File: config.mk
export PLATFORM = sky130hd
export DESIGN_NAME = car_request_latch
export DESIGN_NICKNAME = d
export VERILOG_FILES = /design/src/rtl/car_request_latch.sv
export SDC_FILE = /design/constraint.sdc
export NUM_CORES = 1
export LEC_CHECK = 0
export ABC_AREA = 1
export BUFFER_PORTS_ARGS = -buffer_cell sky130_fd_sc_hd__buf_2
export CORE_MARGIN = 8
export CORE_UTILIZATION = 60
export DETAILED_ROUTE_END_ITERATION = 7
export PLACE_DENSITY = 0.8
export SKIP_LAST_GASP = 1
export SLEW_MARGIN = 10
export SYNTH_ARGS = -nofsm -noshare
export SYNTH_HDL_FRONTEND = slang
export SYNTH_SLANG_ARGS = --single-unit
File: constraint.sdc
create_clock -name clock -period 2.81 [get_ports clock]
set_clock_uncertainty 0.15 [all_clocks]
set_input_delay 0.4215 -clock clock [delete_from_list [all_inputs] [get_ports clock]]
set_output_delay 0.4215 -clock clock [all_outputs]
set_load 0.01 [all_outputs]
File: src/rtl/car_request_latch.sv
// car_request_latch: conditioning for one car-sensor push button.
// The raw active-low key is synchronized, debounced by a four-state FSM and
// turned into a one-cycle press pulse plus a car request level that is held
// until the controller reports the car as served.
// Optional feature: define CAR_COUNT_EN to build the saturating press counter;
// without it press_count is tied to zero.
module car_request_latch #(
  parameter int unsigned DEBOUNCE_CYCLES = 500000,
  parameter int unsigned CNT_W           = 19
) (
  input  logic       clock,
  input  logic       reset,
  input  logic       key_n,
  input  logic       served,
  output logic       key_level,
  output logic       press_pulse,
  output logic       request,
  output logic [7:0] press_count
);

  typedef enum logic [1:0] {
    UP,
    UP_WAIT,
    DOWN,
    DOWN_WAIT
  } state_t;

  localparam logic [CNT_W-1:0] CNT_MAX  = CNT_W'(DEBOUNCE_CYCLES);
  localparam logic [CNT_W-1:0] CNT_ONE  = CNT_W'(1);
  localparam bit               ONE_SHOT = (DEBOUNCE_CYCLES == 1);

  logic             sync1;
  logic             sync2;
  logic             pressed_s;
  state_t           state;
  logic [CNT_W-1:0] cnt;
  logic             accept;

  // Two-flop synchronizer; both stages rest at the released level.
  always_ff @(posedge clock) begin
    if (reset) begin
      sync1 <= 1'b1;
      sync2 <= 1'b1;
    end else begin
      sync1 <= key_n;
      sync2 <= sync1;
    end
  end

  assign pressed_s = ~sync2;

  // A press is accepted on the edge the FSM moves into DOWN from the released side.
  always_comb begin
    accept = 1'b0;
    if (pressed_s) begin
      if (state == UP && ONE_SHOT)
        accept = 1'b1;
      else if (state == UP_WAIT && cnt == CNT_MAX)
        accept = 1'b1;
    end
  end

  // Debounce FSM with registered level and press pulse.
  always_ff @(posedge clock) begin
    if (reset) begin
      state       <= UP;
      cnt         <= '0;
      key_level   <= 1'b0;
      press_pulse <= 1'b0;
    end else begin
      press_pulse <= 1'b0;
      unique case (state)
        UP: begin
          key_level <= 1'b0;
          if (pressed_s) begin
            if (ONE_SHOT) begin
              state       <= DOWN;
              key_level   <= 1'b1;
              press_pulse <= 1'b1;
              cnt         <= '0;
            end else begin
              state <= UP_WAIT;
              cnt   <= CNT_ONE;
            end
          end
        end
        UP_WAIT: begin
          if (!pressed_s) begin
            state <= UP;
            cnt   <= '0;
          end else if (accept) begin
            state       <= DOWN;
            key_level   <= 1'b1;
            press_pulse <= 1'b1;
            cnt         <= '0;
          end else begin
            cnt <= cnt + CNT_ONE;
          end
        end
        DOWN: begin
          key_level <= 1'b1;
          if (!pressed_s) begin
            if (ONE_SHOT) begin
              state     <= UP;
              key_level <= 1'b0;
              cnt       <= '0;
            end else begin
              state <= DOWN_WAIT;
              cnt   <= CNT_ONE;
            end
          end
        end
        DOWN_WAIT: begin
          if (pressed_s) begin
            state <= DOWN;
            cnt   <= '0;
          end else if (cnt == CNT_MAX) begin
            state     <= UP;
            key_level <= 1'b0;
            cnt       <= '0;
          end else begin
            cnt <= cnt + CNT_ONE;
          end
        end
        default: begin
          state     <= UP;
          cnt       <= '0;
          key_level <= 1'b0;
        end
      endcase
    end
  end

  // Request latch: set together with the pulse, and a served that lands in
  // the pulse cycle cannot clear it because a new car has just arrived.
  always_ff @(posedge clock) begin
    if (reset)
      request <= 1'b0;
    else if (accept || press_pulse)
      request <= 1'b1;
    else if (served)
      request <= 1'b0;
  end

`ifdef CAR_COUNT_EN
  // Saturating count of accepted presses, cleared only by reset.
  always_ff @(posedge clock) begin
    if (reset)
      press_count <= '0;
    else if (accept && press_count != 8'hFF)
      press_count <= press_count + 8'd1;
  end
`else
  assign press_count = '0;
`endif

endmodule
==> metrics.md <==
| Metric | Value |
|---|---|
| Met2 Resource Use GR | `0.273` |
| Startpoint Class | `flip-flop` |
| Max-cap violations | `0` |
| Estimated wirelength of the detail-placed design | `2.58 mm` |
| Final GP Congestion | `0.868` |
| CTS Sinks | `26` |
| Initial Util | `0.608` |
| Top cells by area, synth | `dfxtp_1 32%, nand2_1 11%, nor2_1 11%, nand3_1 5.9%, inv_1 5.3%` |
| Logic pwr share | `0.281` |
| Maximum vdd drop | `409 uV` |
| Clock Tree Root | `clkbuf_4` |
| Seq pwr share | `0.487` |
| Synth top cells by count | `46 x nand2_1, 46 x nor2_1, 26 x dfxtp_1` |
| DRC | `0` |
| Number of synthesized flops with an enable pin | `0` |
| Worst-path cell chain | `inv_1 > ha_1 > nor2_1 > nor2_4 > inv_2 > nand3_1 > nor2_1 > nand2_1 > a21oi_1` |
| Most used flip-flop cell after synthesis | `dfxtp_1` |
| GR Overflow Total | `0` |
| Clock power share | `0.232` |
| CTS tree | `built` |
| Nature of the critical path endpoint | `flip-flop` |
| Drt wl/cell | `12.0 um` |
| Busiest grt layer | `met2` |
| Final critical-path required period | `2000 ps` |
| First-pass GRT wire length | `5.89 mm` |
| Final worst slack | `806 ps` |
| Total power | `0.000829 W` |
| CTS resizes | `0` |
| Drt initial violations | `93` |
| Die Ht | `67.9 um` |
| GRT met3 Usage | `0.0278` |
| Fmax | `0.499 GHz` |
| R2R setup slack | `810 ps` |
| IO buf count | `6` |
| Seq cells post-synth | `26` |
| Synthesized area | `0.00162 mm^2` |
| Synth Warn # | `0` |
| Synth cell types | `32` |
| Clock latency on the worst-skew pair | `330 ps` |
| Filler cells | `264` |
| Switch share | `0.355` |
| Avg Inst Size Synth | `6.64 um^2` |
| Area of the multi-input gates | `925 um^2` |
| Clock slew seen by the registers of the worst setup and hold paths | `140 ps` |
| Pre-Repair DR Iteration Count | `5` |
| Total negative slack | `0 ps` |
| Gr usage total | `0.164` |
| Asr flop ratio synth | `0` |
| Final setup viols | `0` |
| Critical-path top delay cell | `dfxtp_1` |
| Internal power | `0.000535 W` |
| Antenna viol nets, final | `0` |
| Die X | `67.9 um` |
| Die area | `0.00462 mm^2` |
| Yosys top cell by area | `dfxtp_1` |
| Leak | `0.601 nW` |
| Nets | `260` |
| Via count | `1465` |
| Critical Path AT | `2120 ps` |
| Post CTS Setup Buffer Count | `0` |
| IO Pins | `15` |
| Vias in the first global route | `1379` |
| Share of the yosys chip area belonging to registers | `0.321` |
| Initial antenna violation count | `0` |
| Max Root-Sink Buffers | `2` |
| # diodes | `0` |
| Share of cells above drive strength 1 | `0.129` |
| Yosys top cell area share | `0.321` |
| Crit path top cell by count | `nor2_1` |
| Max stage delay on crit path | `450 ps` |
| Critical path's top delay family | `simple AND/OR/NAND/NOR gates` |
| Crit Path Max Fanout | `16` |
| Outcome | `finished clean` |
| Vias per inst | `5.23` |
| Number of cells produced by synthesis | `244` |
| Unrepaired setup endpoints after global routing | `no` |
| GR Util met1 | `0.202` |
| Crit Path Class | `flip-flop to flip-flop` |
| Register area | `520 um^2` |
| Fin. Hold Viols | `0` |
| Final period utilization | `0.713` |
| Switch Pwr | `0.000294 W` |
| Largest net degree at the start of global routing | `17` |
| H-tree depth | `1` |
| Number of CTS-inserted buffers | `3` |
| CP bufs+invs | `2` |
| CTS Hold Bufs | `0` |
| Hold Crit Class | `input port to flip-flop` |
| Worst EP required | `2930 ps` |
| Routed WL | `3.36 mm` |
| Core area | `0.00266 mm^2` |
| Dpl ws | `856 ps` |
| PwrDens | `498 mW/mm^2` |
| Final Max Tran Viols | `0` |
| Num rows | `19` |
| Syn-to-layout area delta | `2.78%` |
## registers in the layout (all words and copies together) (netlist names), named ones only
signal	count
cnt	19
key_level	1
press_pulse	1
request	1
state	1
sync1	1
sync2	1
## cells in the final DEF (no fill, tap or decap), types with 2 or more instances in the layout
cell,netlist,final
nor3_2,2,2
nor2_4,3,3
nand3_1,19,19
nand2_2,2,2
inv_2,4,4
nand2_4,3,3
o21ai_0,7,7
nor3_1,9,9
nand4_1,3,3
a21oi_1,15,15
nand2_1,46,46
inv_1,23,23
conb_1,1,8
nor2_2,4,4
nor2_1,46,46
dfxtp_1,26,26
ha_1,6,6
buf_2,3,6
clkbuf_4,0,3
or2_2,2,2
## per-layer routing
layer,part of all wire,vias to the layer above
met1,0.46,648
met5,0,-
li1,-,768
met2,0.46,42
met4,0.016,0
met3,0.057,7
## kinds of logic (layout without fill, tap and decap cells)
logic type	count (synthesis)	after routing	synth area share
xor+xnor	2	2	0.0108
buf+inv	41	39	0.124
other cells	1	8	0.00232
simple gates	142	142	0.411
compound gates	26	26	0.0842
flops	26	26	0.321
fa+ha+maj	6	6	0.0464
## worst paths after layout
path	from	cells after the start	endpoint
setup / recovery	state[0]	9	cnt[6]
hold / removal	key_n	2	sync1
setup reg to reg	state[0]	9	cnt[6]
hold reg to reg	sync1	1	sync2
## stage by stage
stage               instances  utilization  area [um^2]  hold slack, ps
finish                    280        0.625         1660             113
global route              280        0.625         1660             101
CTS                       280        0.625         1660             105
global placement          276        0.611         1630             244
detailed placement        276        0.611         1630             260
floorplan                 251            -         1650             239
## cell type report
class | count | area share
inverter | 29 | 0.0684
tap | 31 | 0.0233
timing repair buffer | 6 | 0.0180
multi-input combinational | 184 | 0.556
sequential | 26 | 0.313
clock buffer | 4 | 0.0218
## power groups by stage
stage,registers [W],logic [W],clock network (W)
2_1_floorplan,0.000413,0.000202,0
3_3_place_gp,0.000411,0.000224,0
3_5_place_dp,0.000413,0.000230,0
4_1_cts,0.000404,0.000231,0.000198
5_1_grt,0.000406,0.000262,0.000209
6_report,0.000404,0.000233,0.000192
Note: power is estimated with default switching activity, not from simulation.
